==> src/rtl/fetch_unit_pkg.sv <==
// Shared widths, default halt encoding, FSM states and the instruction-register record.
package fetch_unit_pkg;
  localparam int ADDR_W  = 12;
  localparam int INSTR_W = 16;
  localparam logic [INSTR_W-1:0] HALT_WORD_DEF = 16'h0000;

  typedef enum logic [1:0] {
    S_IDLE  = 2'd0,
    S_RUN   = 2'd1,
    S_DRAIN = 2'd2,
    S_HALT  = 2'd3
  } state_t;

  typedef struct packed {
    logic [INSTR_W-1:0] instr;
    logic [ADDR_W-1:0]  pc;
  } ir_t;
endpackage

==> src/rtl/fetch_pc.sv <==
// Program counter: reset value, absolute load, and +1 that wraps at the top of the address space.
module fetch_pc
  import fetch_unit_pkg::*;
#(
  parameter logic [ADDR_W-1:0] RESET_PC = 12'h000
) (
  input  logic              clk,
  input  logic              rst,
  input  logic              load,
  input  logic [ADDR_W-1:0] load_addr,
  input  logic              inc,
  output logic [ADDR_W-1:0] pc
);
  always_ff @(posedge clk) begin
    if (rst)       pc <= RESET_PC;
    else if (load) pc <= load_addr;
    else if (inc)  pc <= pc + 1'b1;
  end
endmodule

==> src/rtl/fetch_unit.sv <==
// Instruction fetch front end: one-entry instruction register with valid/ready handoff,
// redirect flush, and halt-word drain.
module fetch_unit
  import fetch_unit_pkg::*;
#(
  parameter logic [ADDR_W-1:0]  RESET_PC  = 12'h000,
  parameter logic [INSTR_W-1:0] HALT_WORD = HALT_WORD_DEF
) (
  input  logic               clk,
  input  logic               rst,
  input  logic               start,
  output logic [ADDR_W-1:0]  instr_addr,
  input  logic [INSTR_W-1:0] instr_in,
  output logic [INSTR_W-1:0] ir_out,
  output logic [ADDR_W-1:0]  ir_pc,
  output logic               ir_valid,
  input  logic               ir_ready,
  input  logic               redirect,
  input  logic [ADDR_W-1:0]  redirect_addr,
  output logic               halted,
  output logic [INSTR_W-1:0] instr_count
);
  state_t            state, state_n;
  ir_t               ir;
  logic [ADDR_W-1:0] pc, pc_load_addr;
  logic              pc_load, pc_inc, capture, flush, xfer;

  fetch_pc #(.RESET_PC(RESET_PC)) u_pc (
    .clk       (clk),
    .rst       (rst),
    .load      (pc_load),
    .load_addr (pc_load_addr),
    .inc       (pc_inc),
    .pc        (pc)
  );

  assign instr_addr = pc;
  assign ir_out     = ir.instr;
  assign ir_pc      = ir.pc;
  assign halted     = (state == S_HALT);
  assign xfer       = ir_valid && ir_ready;

  always_ff @(posedge clk) begin
    if (rst) state <= S_IDLE;
    else     state <= state_n;
  end

  // Redirect outranks both a capture and a transfer in the same cycle.
  always_comb begin
    state_n      = state;
    pc_load      = 1'b0;
    pc_load_addr = redirect_addr;
    pc_inc       = 1'b0;
    capture      = 1'b0;
    flush        = 1'b0;
    case (state)
      S_IDLE: if (start) begin
        state_n      = S_RUN;
        pc_load      = 1'b1;
        pc_load_addr = RESET_PC;
      end
      S_RUN: begin
        if (redirect) begin
          pc_load = 1'b1;
          flush   = 1'b1;
        end else if (!ir_valid || ir_ready) begin
          capture = 1'b1;
          pc_inc  = 1'b1;
          if (instr_in == HALT_WORD) state_n = S_DRAIN;
        end
      end
      S_DRAIN: begin
        if (redirect) begin
          state_n = S_RUN;
          pc_load = 1'b1;
          flush   = 1'b1;
        end else if (xfer) begin
          state_n = S_HALT;
        end
      end
      default: ;
    endcase
  end

  always_ff @(posedge clk) begin
    if (rst) begin
      ir       <= '0;
      ir_valid <= 1'b0;
    end else if (flush) begin
      ir_valid <= 1'b0;
    end else if (capture) begin
      ir.instr <= instr_in;
      ir.pc    <= pc;
      ir_valid <= 1'b1;
    end else if (xfer) begin
      ir_valid <= 1'b0;
    end
  end

  always_ff @(posedge clk) begin
    if (rst)
      instr_count <= '0;
    else if (xfer && !flush && instr_count != {INSTR_W{1'b1}})
      instr_count <= instr_count + 1'b1;
  end
endmodule

==> config.mk <==
export PLATFORM = sky130hd
export DESIGN_NAME = fetch_unit
export DESIGN_NICKNAME = d
export VERILOG_FILES = /design/src/rtl/fetch_unit_pkg.sv /design/src/rtl/fetch_pc.sv /design/src/rtl/fetch_unit.sv
export SDC_FILE = /design/constraint.sdc
export NUM_CORES = 1
export LEC_CHECK = 0
export CORE_UTILIZATION = 43
export CTS_BUF_LIST = sky130_fd_sc_hd__clkbuf_8
export DETAILED_ROUTE_END_ITERATION = 6
export HOLD_SLACK_MARGIN = 0.08
export PLACE_DENSITY = 0.78
export SYNTH_ARGS = -nofsm -noshare
export SYNTH_HDL_FRONTEND = slang
export SYNTH_HIERARCHICAL = 1
export SYNTH_SLANG_ARGS = --single-unit
==> constraint.sdc <==
create_clock -name clk -period 2.4 [get_ports clk]
set_clock_uncertainty 0.1 [all_clocks]
set_input_delay 0.24 -clock clk [delete_from_list [all_inputs] [get_ports clk]]
set_output_delay 0.24 -clock clk [all_outputs]
set_load 0.05 [all_outputs]
==> results of run 1 <==
cell usage after synthesis (5+ instances only):
library cell	number	share of area, %
inv_1	11	1.4
nor3_1	9	1.6
nor2_1	16	2.1
and2_1	12	2.6
nand2_1	71	9.2
nor4_1	9	1.9
buf_1	5	0.65
or4_1	7	1.8
dfxtp_1	59	41
xnor2_1	7	2.1
nor2b_1	11	2.4
nand4_1	7	1.5
clkbuf_1	13	1.7
a21oi_1	47	8.1
o31ai_1	7	1.8
ha_1	8	3.5
nand3_1	7	1.2
state kept, by name, summed over array words and instances, names as in the netlist:
register	flops
state	2
ir_valid	1
ir_out	16
ir_pc	12
u_pc/pc	12
instr_count	16
power groups by stage:
stage,clock network [uW],logic (uW),registers (uW)
finish,888,1220,1220
global route,964,1290,1240
CTS,896,1210,1220
detailed placement,0,1210,1240
global placement,0,1190,1240
floorplan,0,469,1550
per-layer routing:
metal | global-route usage, % | share of wire, % | vias up
met3 | 4.25 | 5.4 | 18
met2 | 32.9 | 45 | 86
met1 | 28.1 | 47 | 1289
met4 | 10.7 | 2.2 | 0
li1 | - | - | 1447
met5 | 0 | 0 | -
stage by stage:
step | util [%] | cells | hold slack, ps | total power (uW) | setup WS (ps)
floorplan | - | 360 | 229 | 2020 | 99.1
global placement | 60.9 | 519 | 341 | 2430 | 112
detailed placement | 60.9 | 519 | 347 | 2450 | 88.9
CTS | 63.9 | 535 | 239 | 3330 | 71.6
global route | 64.0 | 535 | 272 | 3490 | 57.8
finish | 64.0 | 535 | 238 | 3330 | 164
cells by family after synthesis:
| family | after synthesis |
|---|---|
| buffers and inverters | 32 |
| DFF | 59 |
| AOI/OAI and AO/OA | 74 |
| xor gates and xnor gates | 9 |
| adders and majority gates | 8 |
| and+or+nand+nor | 168 |
| muxes | 10 |
critical path, stage by stage (launching register included):
cell and delay (ps):
dfxtp_1 410, inv_1 110, ha_1 320, nand2_1 80, or3b_4 440, nor4_1 310
mux2_1 350
area by class of cell:
cell class,count,share of cell area (%)
Sequential cell,59,28.8
Clock buffer,9,3.02
Multi-Input combinational cell,269,38.7
Inverter,11,1.01
Clock inverter,7,1.68
Tap cell,77,2.35
Timing Repair Buffer,103,24.5
worst min path at each step:
stage / slack [ps] / end / cells after the start
6_report: 240 / u_pc/pc[4] / 2
5_1_grt: 270 / u_pc/pc[1] / 2
4_1_cts: 240 / u_pc/pc[4] / 2
3_5_place_dp: 350 / ir_out[9] / 2
3_3_place_gp: 340 / ir_out[9] / 2
2_1_floorplan: 230 / u_pc/pc[3] / 1
what timing repair did:
action                                 4_1_cts  5_1_grt
endpoints found under the hold margin        0        0
setup endpoints to repair                    0        1
hold buffers                                 0        0
resized for setup                            0        1
==> out/metrics.yaml, run 1 <==
status:
  run_status: "complete, but fails checks"
  violations: "design-rule violations"
final_layout:
  mostFrequentLayoutCells: "clkdlybuf4s50_1 (89), nand2_1 (71), dfxtp_1 (59)"
  mostFrequentLayoutCell: "clkdlybuf4s50_1"
  nets: 494
  layout-drive-gt1-share_pct: 8.73
  diodes: 0
  stdcell_area_um2: 4110
  fill_cells: 565
  seq_area_um2: 1180
  multi_input_area_um2: 1590
  area_delta_synth_final_pct: 41.7
floorplan:
  dieWidth_um: 84.1
  initial_utilization_pct: 45.1
  row_count: 29
  die_h_um: 84.1
  core_um2: 6420
  die-area_um2: 7070
  ios: 91
clock_tree:
  clkSinkCount: 59
  clock_latency_ps: 340
  cts_tree: "yes"
  cts_root_buf: "clkbuf_8"
  htreeDepth: 3
  post_cts_buffers: 0
  clk_pin_slew_ps: 70
  clk_path_buf_depth: 2
  cts-buffers-inserted: 9
setup_path:
  end_kind: "register"
  startpoint_type: "register"
  startpoint: "state[0]"
  r2r_end: "instr_count[14]"
  arrival_ps: 2370
  cp-endpoint: "instr_count[14]"
  required_ps: 2530
  worstSetupPathType: "register to register"
  r2r_slack_ps: 160
  path_max_fanout: 10
  reg2reg_depth: 6
  r2r_start: "state[0]"
global_routing:
  grt.overflow.total: 0
  grt_antenna_before_repair: 0
  grt_pass1_vias: 2553
  grt_max_degree: 29
  grt.total_usage_pct: 21.2
  grt_pass1_wl_um: 12000
timing:
  tightest_slew_ps: 530
  report.final.hold_viol_count: 0
  timing.fmax_mhz: 447
  setup_viol: 0
  slew-limit-headroom_pct: 64.6
  slew_viol_final: 0
  tns_ps: 0
  fin_crit_ps: 2240
  timing.final.crit_share_pct: 93.2
  rsz0062_at_grt: "false"
synthesis:
  async_reset_ff_share_pct: 0
  yosysUniqueCellTypes: 46
  synth_fp_nets: 401
  synth_edf_count: 0
  synth.avg_cell_area_um2: 8.05
  ys_warn_count: 6
  synth_top_family_by_area: "simple AND/OR/NAND/NOR gates"
  yosys.area_share.xor_xnor_pct: 2.72
  yosys.area_share.simple_pct: 30.0
  ys_seq_elements: 59
  synthAdderAreaFrac_pct: 3.45
  ys_seq_area_share_pct: 40.7
  syn_area_um2: 2900
  synth-main-ff-cell: "dfxtp_1"
  synth_compound_gate_area_share_pct: 14.9
  synthMuxAreaShare_pct: 3.71
  synth_cells: 360
drt:
  wire_per_inst_um: 13.9
  routed_via_density: 5.31
  drt_wl_total_um: 7460
  via_count: 2840
  drtIter0Drc: 139
  drc: 19
  dr.pass1.iters: 6
  ant_nets: 0
place:
  port_buffers: 90
  dpl.hpwl_um: 5260
  place_area_um2: 3910
  routabilityCongestion: 0.835
pwr:
  switchingPower_uw: 1300
  ir_drop_mv: 0.385
  clock_power_share_pct: 26.7
  swShare_pct: 39.0
  p_seq_share_pct: 36.7
  p_comb_share_pct: 36.6
  powerDensity_nw_per_um2: 810
  internal-power_uw: 2030
  p_leak_uw: 0.00143
worst_hold_path:
  hold_class: "primary input to register"
  hold_start: "rst"
job:
  drv_cap: 0
Power figures use the tool's default switching activity.
==> run 2, diff against run 1 <==
--- a/config.mk
+++ b/config.mk
@@ -10,6 +10,8 @@
 export DETAILED_ROUTE_END_ITERATION = 6
 export HOLD_SLACK_MARGIN = 0.08
 export PLACE_DENSITY = 0.78
+export RECOVER_POWER = 25
+export SETUP_SLACK_MARGIN = 0.1
 export SYNTH_ARGS = -nofsm -noshare
 export SYNTH_HDL_FRONTEND = slang
 export SYNTH_HIERARCHICAL = 1
==> run 2 against run 1 <==
Net effect:
- the flow still finishes with violations (design-rule violations)
- maximum frequency up 0.48%
- critical path depth stayed put
- non-clock buffer count decreased by 1
- sequential share of layout area fell by 0.18 points
- sequential cell count unchanged
- final area rose by 0.85%
- utilization up 0.55 points
- register-to-register slack hardly changed
- critical path type unchanged
- critical endpoint unchanged
- largest cell class unchanged
==> out/metrics.yaml, run 2 (synthesized netlist as in run 1, its figures left out) <==
clock_tree:
  htreeDepth: 3  # unchanged
  clk_pin_slew_ps: 70  # about the same
  cts_tree: "yes"
  clk_path_buf_depth: 2  # unchanged
  clkSinkCount: 59  # unchanged
  cts-buffers-inserted: 9  # unchanged
  clock_latency_ps: 330  # about the same
  cts_root_buf: "clkbuf_8"
  post_cts_buffers: 0  # unchanged
final_layout:
  seq_area_um2: 1180  # +0.21%
  nets: 493  # -0.20%
  post-route-util_pct: 64.5  # +0.55 points
  mostFrequentLayoutCells: "clkdlybuf4s50_1 (79), nand2_1 (71), dfxtp_1 (57)"
  fill_cells: 553  # -2.1%
  layout-drive-gt1-share_pct: 9.63  # +0.89 points
  multi_input_area_um2: 1610  # +1.5%
  area_delta_synth_final_pct: 42.9
  mostFrequentLayoutCell: "clkdlybuf4s50_1"
  diodes: 0  # unchanged
worst_hold_path:
  hold_end: "u_pc/pc[1]"
  hold_class: "primary input to register"
  holdPathStages: 2  # unchanged
  hold_start: "rst"
status:
  violations: "design-rule violations"
  run_status: "complete, but fails checks"
setup_path:
  required_ps: 2510  # -20 ps
  worstSetupPathType: "register to register"
  path_max_fanout: 10  # unchanged
  r2r_slack_ps: 170  # about the same
  startpoint_type: "register"
  reg2reg_depth: 6  # unchanged
  end_kind: "register"
  r2r_end: "instr_count[14]"
  r2r_start: "state[0]"
  arrival_ps: 2340  # -30 ps
timing:
  timing.fmax_mhz: 449  # +0.48%
  slew-limit-headroom_pct: 64.3  # -0.23 points
  rsz0062_at_grt: "true"
  slew_viol_final: 0  # unchanged
  tns_ps: 0  # unchanged
  setup_viol: 0  # unchanged
  timing.final.crit_share_pct: 92.7  # -0.44 points
  fin_crit_ps: 2230  # -10.7 ps
  report.final.hold_viol_count: 0  # unchanged
  tightest_slew_ps: 533  # +3.48 ps
drt:
  routed_via_density: 5.40  # +1.8%
  drtIter0Drc: 139  # unchanged
  ant_nets: 0  # unchanged
  drc: 19  # unchanged
  dr.pass1.iters: 6  # unchanged
  drt_wl_total_um: 7600  # +1.9%
  wire_per_inst_um: 14.2  # +2.1%
  via_count: 2885  # +1.6%
floorplan:
  die-area_um2: 7070  # unchanged
  core_um2: 6420  # unchanged
  initial_utilization_pct: 45.1  # unchanged
  row_count: 29  # unchanged
  dieWidth_um: 84.1  # unchanged
  ios: 91  # unchanged
  die_h_um: 84.1  # unchanged
global_routing:
  grt.overflow.total: 0  # unchanged
  grt_pass1_vias: 2587  # +1.3%
  grt_max_degree: 30  # +3.4%
  grt_antenna_before_repair: 0  # unchanged
  grt.total_usage_pct: 21.5  # +0.30 points
  grt_pass1_wl_um: 12300  # +3.0%
pwr:
  powerDensity_nw_per_um2: 816  # +0.78%
  ir_drop_mv: 0.416  # +8.0%
  p_leak_uw: 0.00147  # +2.8%
place:
  routabilityCongestion: 0.824  # -1.3%
  dpl.hpwl_um: 5510  # +4.9%
  port_buffers: 90  # unchanged
job:
  drv_cap: 0  # unchanged
[run 2: changes by cell type in the layout (fill, tap and decap cells not counted), moves of 2 or more]
cell             before  now
dfxtp_1              59   57
dfxtp_2               0    2
nor4_1                9    6
clkbuf_8              9   12
buf_4                12   10
nor4_2                1    4
clkdlybuf4s50_1      89   79
dlygate4sd3_1         0   10
[run 2: per-stage QoR]
step / setup slack, ps / hold slack [ps] / cell area [um2] / std cells / power, uW
after floorplan: 105 / 229 / 2900 / 360 / 2020
after global placement: 106 / 343 / 3910 / 518 / 2440
after detailed placement: 27.2 / 347 / 3910 / 518 / 2460
after CTS: 107 / 188 / 4120 / 534 / 3420
after global routing: 57.9 / 202 / 4140 / 534 / 3550
final: 175 / 193 / 4140 / 534 / 3380
[run 2: what timing repair did]
action / CTS / global route
setup endpoints to repair: 5 / 6
hold endpoints to repair: 0 / 0
gates resized for setup: 1 / 6
hold buffers: 0 / 0
[run 2: metal layers]
metal | wire length (um) | GRT usage (%)
met3 | 494 | 4.25
met2 | 3640 | 33.4
met5 | 0 | 0
met1 | 3320 | 28.7
met4 | 145 | 10.7
[run 2: worst max path at each step]
stage / start / end / cells past startpoint
floorplan: instr_count[1] / instr_count[0] / 6
global placement: state[0] / instr_count[14] / 6
detailed placement: state[0] / instr_count[14] / 6
CTS: state[0] / instr_count[14] / 6
global route: state[1] / u_pc/pc[7] / 10
finish: state[0] / instr_count[14] / 6
[run 2: area by class of cell]
class | instances | area share, %
Clock buffer | 12 | 3.99
Clock inverter | 4 | 1.15
Inverter | 11 | 0.997
Multi-Input combinational cell | 269 | 39.0
Sequential cell | 59 | 28.6
Tap cell | 77 | 2.33
Timing Repair Buffer | 102 | 24.0
[run 2: critical path, stage by stage (launching register included)]
cell	delay, ps
dfxtp_2	370
inv_1	80
ha_1	310
nand2_1	140
or3b_4	470
nor4_2	300
mux2_1	340
[run 2: power by group]
part | total (uW) | switching, uW | internal, uW
registers | 1230 | 138 | 1090
logic | 1210 | 742 | 464
clock network | 946 | 385 | 561
